File: src/rtl/pipe_hazard_ctrl.sv
// Pipeline stall/flush sequencer: memory wait, redirect, load-use and MULT/DIV hazards.
// Strobes are combinational (zero latency); stall count, MDU busy and timeout flag are registered.
module pipe_hazard_ctrl #(
    parameter int MDU_CYCLES  = 32,
    parameter int MEM_TIMEOUT = 255,
    parameter int CNT_W       = 16
) (
    input  logic             clk,
    input  logic             rst_n,
    input  logic [4:0]       id_rs,
    input  logic [4:0]       id_rt,
    input  logic             id_uses_rs,
    input  logic             id_uses_rt,
    input  logic             id_is_mdu,
    input  logic             id_reads_hilo,
    input  logic             ex_is_load,
    input  logic [4:0]       ex_wreg,
    input  logic             ex_redirect,
    input  logic             dmem_req,
    input  logic             dmem_ready,
    output logic             pc_en,
    output logic             ifid_en,
    output logic             idex_en,
    output logic             exmem_en,
    output logic             memwb_en,
    output logic             ifid_flush,
    output logic             idex_flush,
    output logic             mdu_start,
    output logic             mdu_busy,
    output logic [CNT_W-1:0] stall_cnt,
    output logic             mem_err
);

    localparam int MDU_W  = (MDU_CYCLES  > 0) ? $clog2(MDU_CYCLES + 1)  : 1;
    localparam int WAIT_W = (MEM_TIMEOUT > 0) ? $clog2(MEM_TIMEOUT + 1) : 1;

    typedef enum logic {ST_RUN, ST_WAIT} state_t;

    state_t             state_q, state_d;
    logic [WAIT_W-1:0]  wait_cnt_q, wait_cnt_d;
    logic [MDU_W-1:0]   mdu_cnt_q, mdu_cnt_d;
    logic               mdu_busy_q, mdu_busy_d;
    logic [CNT_W-1:0]   stall_cnt_q, stall_cnt_d;
    logic               mem_err_q, mem_err_d;

    logic mem_wait, load_use, mdu_haz;

    always_comb begin
        mem_wait = dmem_req & ~dmem_ready;
        load_use = ex_is_load & (ex_wreg != 5'd0) &
                   ((id_uses_rs & (id_rs == ex_wreg)) | (id_uses_rt & (id_rt == ex_wreg)));
        mdu_haz  = mdu_busy_q & (id_is_mdu | id_reads_hilo);

        pc_en      = 1'b1;
        ifid_en    = 1'b1;
        idex_en    = 1'b1;
        exmem_en   = 1'b1;
        memwb_en   = 1'b1;
        ifid_flush = 1'b0;
        idex_flush = 1'b0;
        mdu_start  = 1'b0;

        if (!rst_n) begin
            pc_en      = 1'b0;
            ifid_en    = 1'b0;
            idex_en    = 1'b0;
            exmem_en   = 1'b0;
            memwb_en   = 1'b0;
            ifid_flush = 1'b1;
            idex_flush = 1'b1;
        end else if (mem_wait) begin
            pc_en    = 1'b0;
            ifid_en  = 1'b0;
            idex_en  = 1'b0;
            exmem_en = 1'b0;
            memwb_en = 1'b0;
        end else if (ex_redirect) begin
            // ID holds a wrong-path instruction, so its hazards are irrelevant
            ifid_flush = 1'b1;
            idex_flush = 1'b1;
        end else if (load_use | mdu_haz) begin
            pc_en      = 1'b0;
            ifid_en    = 1'b0;
            idex_flush = 1'b1;
        end else begin
            mdu_start = id_is_mdu;
        end
    end

    always_comb begin
        state_d    = state_q;
        wait_cnt_d = wait_cnt_q;
        if (state_q == ST_RUN) begin
            if (mem_wait) begin
                state_d    = ST_WAIT;
                wait_cnt_d = '0;
            end
        end else if (mem_wait) begin
            if (wait_cnt_q != WAIT_W'(MEM_TIMEOUT))
                wait_cnt_d = wait_cnt_q + WAIT_W'(1);
        end else begin
            state_d = ST_RUN;
        end
        mem_err_d = mem_err_q | ((state_d == ST_WAIT) && (wait_cnt_d == WAIT_W'(MEM_TIMEOUT)));

        // A new start reloads even if the previous run is on its last cycle
        if (mdu_start)
            mdu_cnt_d = MDU_W'(MDU_CYCLES);
        else if (mdu_cnt_q != '0)
            mdu_cnt_d = mdu_cnt_q - MDU_W'(1);
        else
            mdu_cnt_d = mdu_cnt_q;
        mdu_busy_d = (mdu_cnt_d != '0);

        stall_cnt_d = stall_cnt_q;
        if (!pc_en && (stall_cnt_q != {CNT_W{1'b1}}))
            stall_cnt_d = stall_cnt_q + CNT_W'(1);
    end

    always_ff @(posedge clk) begin
        if (!rst_n) begin
            state_q     <= ST_RUN;
            wait_cnt_q  <= '0;
            mdu_cnt_q   <= '0;
            mdu_busy_q  <= 1'b0;
            stall_cnt_q <= '0;
            mem_err_q   <= 1'b0;
        end else begin
            state_q     <= state_d;
            wait_cnt_q  <= wait_cnt_d;
            mdu_cnt_q   <= mdu_cnt_d;
            mdu_busy_q  <= mdu_busy_d;
            stall_cnt_q <= stall_cnt_d;
            mem_err_q   <= mem_err_d;
        end
    end

    assign mdu_busy  = mdu_busy_q;
    assign stall_cnt = stall_cnt_q;
    assign mem_err   = mem_err_q;

endmodule

File: config.mk
export PLATFORM = sky130hd
export DESIGN_NAME = pipe_hazard_ctrl
export DESIGN_NICKNAME = d
export VERILOG_FILES = /design/src/rtl/pipe_hazard_ctrl.sv
export SDC_FILE = /design/constraint.sdc
export NUM_CORES = 1
export LEC_CHECK = 0
export CORE_MARGIN = 2
export CORE_UTILIZATION = 45
export DETAILED_ROUTE_END_ITERATION = 12
export GPL_ROUTABILITY_DRIVEN = 1
export HOLD_SLACK_MARGIN = 0.06
export PLACE_DENSITY = 0.72
export SLEW_MARGIN = 20
export SYNTH_ARGS = -nofsm -noshare
export SYNTH_HDL_FRONTEND = slang
export SYNTH_SLANG_ARGS = --single-unit
File: constraint.sdc
create_clock -name clk -period 3.35 [get_ports clk]
set_input_delay 0.8375 -clock clk [delete_from_list [all_inputs] [get_ports clk]]
set_output_delay 0.8375 -clock clk [all_outputs]
set_load 0.05 [all_outputs]
Yosys cells after proc, flatten, opt, wreduce, memory -nomap -nowiden
Cells that the tools add are included.

Register bits after elaboration: 33. Bits of input ports: 25. Output and inout bits: 26. Logic and storage cells: 55.

Add/sub/neg operators: 3. Equality and inequality tests: 5. Multiplexer cells: 24. Bitwise gates (word level): 11. Reductions and logical operators: 6.

Operator list (number): 2-to-1 mux 8 bit (4); 2-to-1 mux 1 bit (18); adder 16 x 1 -> 16 bit, second input constant (1); inequality test 16 bit, second input constant (1); 2-to-1 mux 6 bit (2); nonzero test 6 bit (2); equality test 5 bit (2); adder 8 x 1 -> 8 bit, second input constant (1); equality test 8 bit, second input constant (1); inequality test 8 bit, second input constant (1); bitwise AND 1 bit (6); subtractor 6 x 1 -> 6 bit, second input constant (1); nonzero test 5 bit (1); bitwise OR 1 bit (4); logical AND 1 bit (2); logical NOT 1 bit (1); NOT 1 bit (1).

Logic depth before layout (Yosys ltp)
Gate-level depths: netlist of the first run.

Depth in word-level cells: 11. Gate-level depth with buffers: 8. Depth with buffers taken out: 8.

Worst setup path after synthesis of the first run
Ideal clock, no wire load.

Kind: input to output. From: input dmem_req. To: output ifid_flush. Data arrival time: 2284 ps. Data required time: 2513 ps. Slack: 228 ps. Stages: 3. Buffers on the path: 1. Path through: nor2b_1 -> clkbuf_1 -> o21ai_0.

Word-level cells in the longest chain between the ends: 3.

RTL lines: start: declaration (RTL line 19) `input logic dmem_req,`; bitwise AND 1 bit (RTL line 49) `mem_wait = dmem_req & ~dmem_ready;`; 2-to-1 mux 1 bit (RTL line 71) `end else if (mem_wait) begin`; 2-to-1 mux 1 bit (RTL line 63) `if (!rst_n) begin`; end: declaration (RTL line 26) `output logic ifid_flush,`.

Every way passes these cells.

Final worst setup path of the first run
From: input id_rt[3]. To: output pc_en.

Word-level cells in the longest chain between the ends: 9.

RTL lines: start: declaration (RTL line 11) `input logic [4:0] id_rt,`; equality test 5 bit (RTL line 51) `((id_uses_rs & (id_rs == ex_wreg)) | (id_uses_rt & (id_rt == ex_wreg)));`; bitwise AND 1 bit (RTL line 51); bitwise OR 1 bit (RTL line 51); bitwise AND 1 bit (RTL line 50) `load_use = ex_is_load & (ex_wreg != 5'd0) &`; bitwise OR 1 bit (RTL line 81) `end else if (load_use | mdu_haz) begin`; 2-to-1 mux 1 bit (RTL line 81); 2-to-1 mux 1 bit (RTL line 77) `end else if (ex_redirect) begin`; 2-to-1 mux 1 bit (RTL line 71); 2-to-1 mux 1 bit (RTL line 63); end: declaration (RTL line 21) `output logic pc_en,`.

Every way passes these cells.

==> flow_summary.yaml, run 1 <==
timing:
  finalSetupViolations: 0
  finalClockSkew_ns: 0.00451
  slew_headroom_pct: 64.9
  min_period_ns: 3.30
  fmax_ghz: 0.303
  tightest_slew_ns: 0.525
  fin_tns_setup_ns: 0
  hold_viol_final: 0
  timing.final.crit_share_pct: 98.5
  finalMaxSlewViolations: 0
  rsz0062_at_grt: "no"
power_and_ir_drop:
  p_leak_nw: 0.986
  combPwrFrac_pct: 37.2
  vdd_drop_max_v: 0.000555
  internal_power_mw: 0.841
  switchingPower_mw: 0.470
  power.density_nw_per_um2: 485
  pwr-share-clk_pct: 25.3
  swShare_pct: 35.9
  p_seq_share_pct: 37.6
placement:
  dp_hpwl_mm: 3.62
  place_congestion: 0.882
  io_buffer_count: 50
clocking:
  root_buffer: "clkbuf_8"
  cts_sinks: 33
  clkLatencyLatePin_ns: 0.28
  cts_inserted_buffers: 5
  cts-htree-levels: 2
  cts_tree: "done"
  hold_buffers: 0
  path_clk_slew_ns: 0.07
  cts.path.max_buffers: 2
yosys:
  synth_fp_nets: 276
  synthArstFlopShare_pct: 0
  ys.flop_type: "dfxtp_1"
  synth_area_um2: 1930
  synth_common_cells: "33 x dfxtp_1, 27 x nand2_1, 19 x a21oi_1"
  ys_types: 47
  synth_edf_count: 0
  synth_top_area_share_pct: 34.3
  avgSynthCellArea_um2: 7.81
  netlist_instances: 247
  ys_warn_count: 0
  ys_ff_latch: 33
  synth_top_area_cell: "dfxtp_1"
  ys_top_cells_by_area: "dfxtp_1 34%, nand2_1 5.3%, a21oi_1 4.9%"
  ys_seq_area_share_pct: 34.3
  yosysMostFrequentCell: "dfxtp_1"
floorplan:
  dieArea_um2: 4820
  core_area_um2: 4060
  die_x_um: 69.5
  io_pins: 51
  rows: 23
  initial_utilization_pct: 47.5
  fp.dieH_um: 69.5
cells_and_area:
  diodes: 0
  drive_above_1_share_pct: 11.5
  fillers: 342
  syn_to_final_growth_pct: 40.2
  final_util_pct: 66.6
  nNetsFinal: 332
detailed_routing:
  detail_route.wl_per_cell_um: 14.1
  via_count: 1994
  ant_nets: 0
  drtIter0Drc: 172
  first_pass_iters: 5
  routed_wl_mm: 4.97
  route.detailed.drc: 0
  viasPerCell: 5.63
setup_path:
  cp-start-kind: "primary input"
  cp_slowest_cell: "clkdlybuf4s50_1"
  worst-path-max-fanout: 3
  cp-end-kind: "primary output"
  reg2reg_from: "stall_cnt[0]$_SDFFE_PN0P_"
  slowest_delay_ns: 0.43
  cp.arrival_ns: 2.46
  r2r_cells: 7
  critPathTopFamily: "buffers and inverters"
  cp_cell_sequence: "clkdlybuf4s50_1, xor2_1, nor4_2, a32oi_2, buf_4, o21a_4, buf_12"
  cp_data_required_time_ns: 2.51
  criticalPathCategory: "in2out"
  worst-path-buf-inv: 3
  rrSetupSlack_ns: 1.09
  r2r-end: "stall_cnt[7]$_SDFFE_PN0P_"
grt:
  grt_pass1_vias: 1822
  track_usage_pct: 20.7
  grt_max_degree: 24
  antenna_found_initial: 0
  overflow: 0
  grt_pass1_wl_mm: 8.25
hold_path:
  holdCritStartpoint: "mem_err$_SDFF_PN0_"
  worstHoldPathType: "reg2reg"
  hold_path_depth: 1
  whs_endpoint: "mem_err$_SDFF_PN0_"
flow_run:
  cap_violations: 0
outcome:
  outcome: "finished, final reports clean"
## power by group through the flow
stage	sequential, mW	combinational [mW]	clock, mW
2_1_floorplan	0.522	0.320	0
3_3_place_gp	0.500	0.473	0
3_5_place_dp	0.500	0.479	0
4_1_cts	0.492	0.481	0.335
5_1_grt	0.498	0.540	0.357
6_report	0.493	0.487	0.331
## metal layers
layer,vias to the layer above,routed length (um),part of all wire (%),track usage (%)
li1,1009,-,-,-
met1,921,2310,47,27.6
met2,51,2330,47,33.1
met3,13,216,4.3,3.78
met4,0,109,2.2,8.28
met5,-,0,0,0
## layout by cell type, fill, tap and decap left out, types with 4 or more instances in the layout
cell	n
clkdlybuf4s50_1	38
dfxtp_1	33
nand2_1	27
a21oi_1	19
nor2_1	17
o21ai_0	12
buf_4	12
nand3_1	11
nor3_1	10
xor2_1	9
inv_1	8
clkbuf_8	7
xnor2_1	6
nand4_1	6
or3_1	6
buf_12	6
and3_1	5
o21ai_1	4
a31oi_1	4
and2_1	4
mux2i_1	4
ha_1	4
## what timing repair did
action,4_1_cts,5_1_grt
buffers inserted,0,0
pin swaps,2,4
endpoints found under the setup margin,4,4
resized for setup,2,11
## state kept, by name, summed over array words and instances (netlist names)
name	count
mdu_cnt_q	6
mdu_busy	1
state_q	1
mem_err	1
stall_cnt	16
wait_cnt_q	8
## cell families after synthesis
kind of cell / Yosys count / synth area share [%]
adders and majority gates: 4 / 2.60
AOI/OAI and AO/OA: 63 / 20.1
buffers and inverters: 21 / 5.06
muxes: 4 / 2.08
DFF: 33 / 34.3
and+or+nand+nor: 107 / 29.1
xor gates and xnor gates: 15 / 6.81
## through the flow
stage	cells	hold slack, ns	setup slack [ns]	power (mW)	area (um^2)
6_report	354	0.473	0.0492	1.31	2700
5_1_grt	354	0.500	0.00111	1.40	2700
4_1_cts	354	0.476	0.000773	1.31	2670
3_5_place_dp	346	0.460	-0.0376	0.979	2560
3_3_place_gp	346	0.451	-0.0266	0.972	2560
2_1_floorplan	247	0.482	0.228	0.842	1930
## area by class of cell
class	instances	area (um^2)	share of cell area, %
clock buffers	7	96.3	3.56
clock inverters	1	5.00	0.185
inverters	9	33.8	1.25
multi-input cells	193	1200	44.3
flip-flops and latches	33	661	24.4
well taps	50	62.6	2.31
repair buffers	61	648	24.0
## worst max path at each step
| stage | from | end | slack (ns) | cells after the start |
|---|---|---|---|---|
| floorplan | dmem_req | ifid_flush | 0.23 | 3 |
| detailed placement | ex_wreg[2] | idex_flush | -0.04 | 7 |
| global placement | ex_wreg[2] | idex_flush | -0.03 | 7 |
| global route | id_rt[3] | mdu_start | 0.001 | 8 |
| finish | id_rt[3] | pc_en | 0.05 | 7 |
| CTS | ex_wreg[2] | idex_flush | 0.0008 | 7 |
No activity file was read; power rests on OpenSTA's default activity.
==> run 2: changes to the inputs <==
==> constraint.sdc (replaced) <==
create_clock -name clk -period 3.35 [get_ports clk]
set_input_delay 0.67 -clock clk [delete_from_list [all_inputs] [get_ports clk]]
set_output_delay 0.67 -clock clk [all_outputs]
set_load 0.05 [all_outputs]
==> flow_summary.yaml, run 2 (synthesis results as in run 1) <==
setup_path:
  cp_cell_sequence: "clkdlybuf4s50_1, or4_1, o21ai_0, o21ai_0, o21ai_0, nand2_1, buf_4"
  rrSetupSlack_ns: 1.06
  critPathTopFamily: "buffers and inverters"
  slowest_delay_ns: 0.56
  cp_slowest_cell: "or4_1"
  worst-path-max-fanout: 3
  cp.arrival_ns: 2.42
  r2r_cells: 7
  worst-path-buf-inv: 2
  r2r-end: "stall_cnt[1]$_SDFFE_PN0P_"
  cp-end-kind: "primary output"
  cp-start-kind: "primary input"
  reg2reg_from: "stall_cnt[0]$_SDFFE_PN0P_"
  criticalPathCategory: "in2out"
  cpMostUsedCell: "o21ai_0"
  cp_data_required_time_ns: 2.68
detailed_routing:
  routed_wl_mm: 5.05
  via_count: 1976
  route.detailed.drc: 0
  first_pass_iters: 4
  ant_nets: 0
  detail_route.wl_per_cell_um: 14.5
  drtIter0Drc: 137
  viasPerCell: 5.69
hold_path:
  hold_path_depth: 1
  whs_endpoint: "mem_err$_SDFF_PN0_"
  holdCritStartpoint: "mem_err$_SDFF_PN0_"
  worstHoldPathType: "reg2reg"
clocking:
  postCtsResizedCells: 0
  cts_sinks: 33
  cts_tree: "done"
  clkLatencyLatePin_ns: 0.29
  cts_inserted_buffers: 5
  root_buffer: "clkbuf_8"
  cts_setup_buffers: 0
  path_clk_slew_ns: 0.06
  cts-htree-levels: 2
  cts.path.max_buffers: 2
  hold_buffers: 0
timing:
  rsz0062_at_grt: "no"
  min_period_ns: 3.09
  tightest_slew_ns: 0.519
  slew_headroom_pct: 65.3
  timing.final.crit_share_pct: 92.2
  hold_viol_final: 0
  finalClockSkew_ns: 0.00701
  fmax_ghz: 0.324
  hold_ws_ns: 0.478
  finalSetupViolations: 0
  finalMaxSlewViolations: 0
  fin_tns_setup_ns: 0
  post-route-worst-setup-slack_ns: 0.262
cells_and_area:
  drive_above_1_share_pct: 7.74
  syn_to_final_growth_pct: 35.2
  largest_reg_flops: 16
  nNetsFinal: 326
  most-common-layout-cells: "42 x clkdlybuf4s50_1, 33 x dfxtp_1, 27 x nand2_1"
  fin_cells: 347
  diodes: 0
  layout_commonest_cell: "clkdlybuf4s50_1"
grt:
  antenna_found_initial: 0
  grt_pass1_vias: 1841
  grt_pass1_wl_mm: 8.49
  track_usage_pct: 21.3
  overflow: 0
  grt_max_degree: 24
floorplan:
  dieArea_um2: 4820
  die_x_um: 69.5
  io_pins: 51
  initial_utilization_pct: 47.5
  fp.dieH_um: 69.5
  rows: 23
  core_area_um2: 4060
flow_run:
  cap_violations: 0
power_and_ir_drop:
  p_leak_nw: 0.910
  vdd_drop_max_v: 0.000369
  power.density_nw_per_um2: 487
placement:
  place_ws_ns: 0.254
  place_congestion: 0.917
  dp_hpwl_mm: 3.72
  io_buffer_count: 50
  placed_cells_incl_taps: 340
outcome:
  outcome: "finished, final reports clean"
## run 2: area by class of cell
type / instances / area [um^2]
Multi-Input combinational cell: 193 / 1170
Fill cell: 381 / 1450
Tap cell: 50 / 62.6
Inverter: 9 / 33.8
Clock buffer: 7 / 86.3
Timing Repair Buffer: 55 / 593
Sequential cell: 33 / 661
## run 2: how the worst max path moves through the flow
stage	cells past startpoint	startpoint	to
floorplan	3	dmem_req	ifid_flush
global placement	7	ex_wreg[1]	idex_flush
detailed placement	7	ex_wreg[1]	idex_flush
CTS	7	ex_wreg[1]	idex_flush
global route	7	ex_wreg[1]	idex_flush
finish	7	ex_wreg[1]	idex_flush
## run 2: per-layer routing
metal	global-route usage [%]	wire [um]
met2	33.4	2360
met5	0	0
met4	7.84	86
met1	29.0	2390
met3	4.22	209
## run 2: where the power goes
| part | leakage, nW | internal, mW | total [mW] | switching [mW] |
|---|---|---|---|---|
| Sequential | 0.268 | 0.440 | 0.494 | 0.0542 |
| Combinational | 0.598 | 0.209 | 0.474 | 0.265 |
| Clock | 0.0443 | 0.163 | 0.302 | 0.139 |
| Total | 0.910 | 0.812 | 1.27 | 0.458 |
## run 2: through the flow
step                instance area (um^2)  util, %  total power, mW
global placement                    2520     62.1            0.967
finish                              2610     64.2             1.27
detailed placement                  2520     62.1            0.968
CTS                                 2610     64.2             1.27
global route                        2610     64.2             1.36
floorplan                           1930        -            0.842
==> run 3: changes to the inputs <==
--- a/config.mk
+++ b/config.mk
@@ -15,3 +15,4 @@
 export SYNTH_ARGS = -nofsm -noshare
 export SYNTH_HDL_FRONTEND = slang
 export SYNTH_SLANG_ARGS = --single-unit
+export TNS_END_PERCENT = 20
==> results of run 3 <==
Final layout, timing and power as in run 2 (identical DEF).
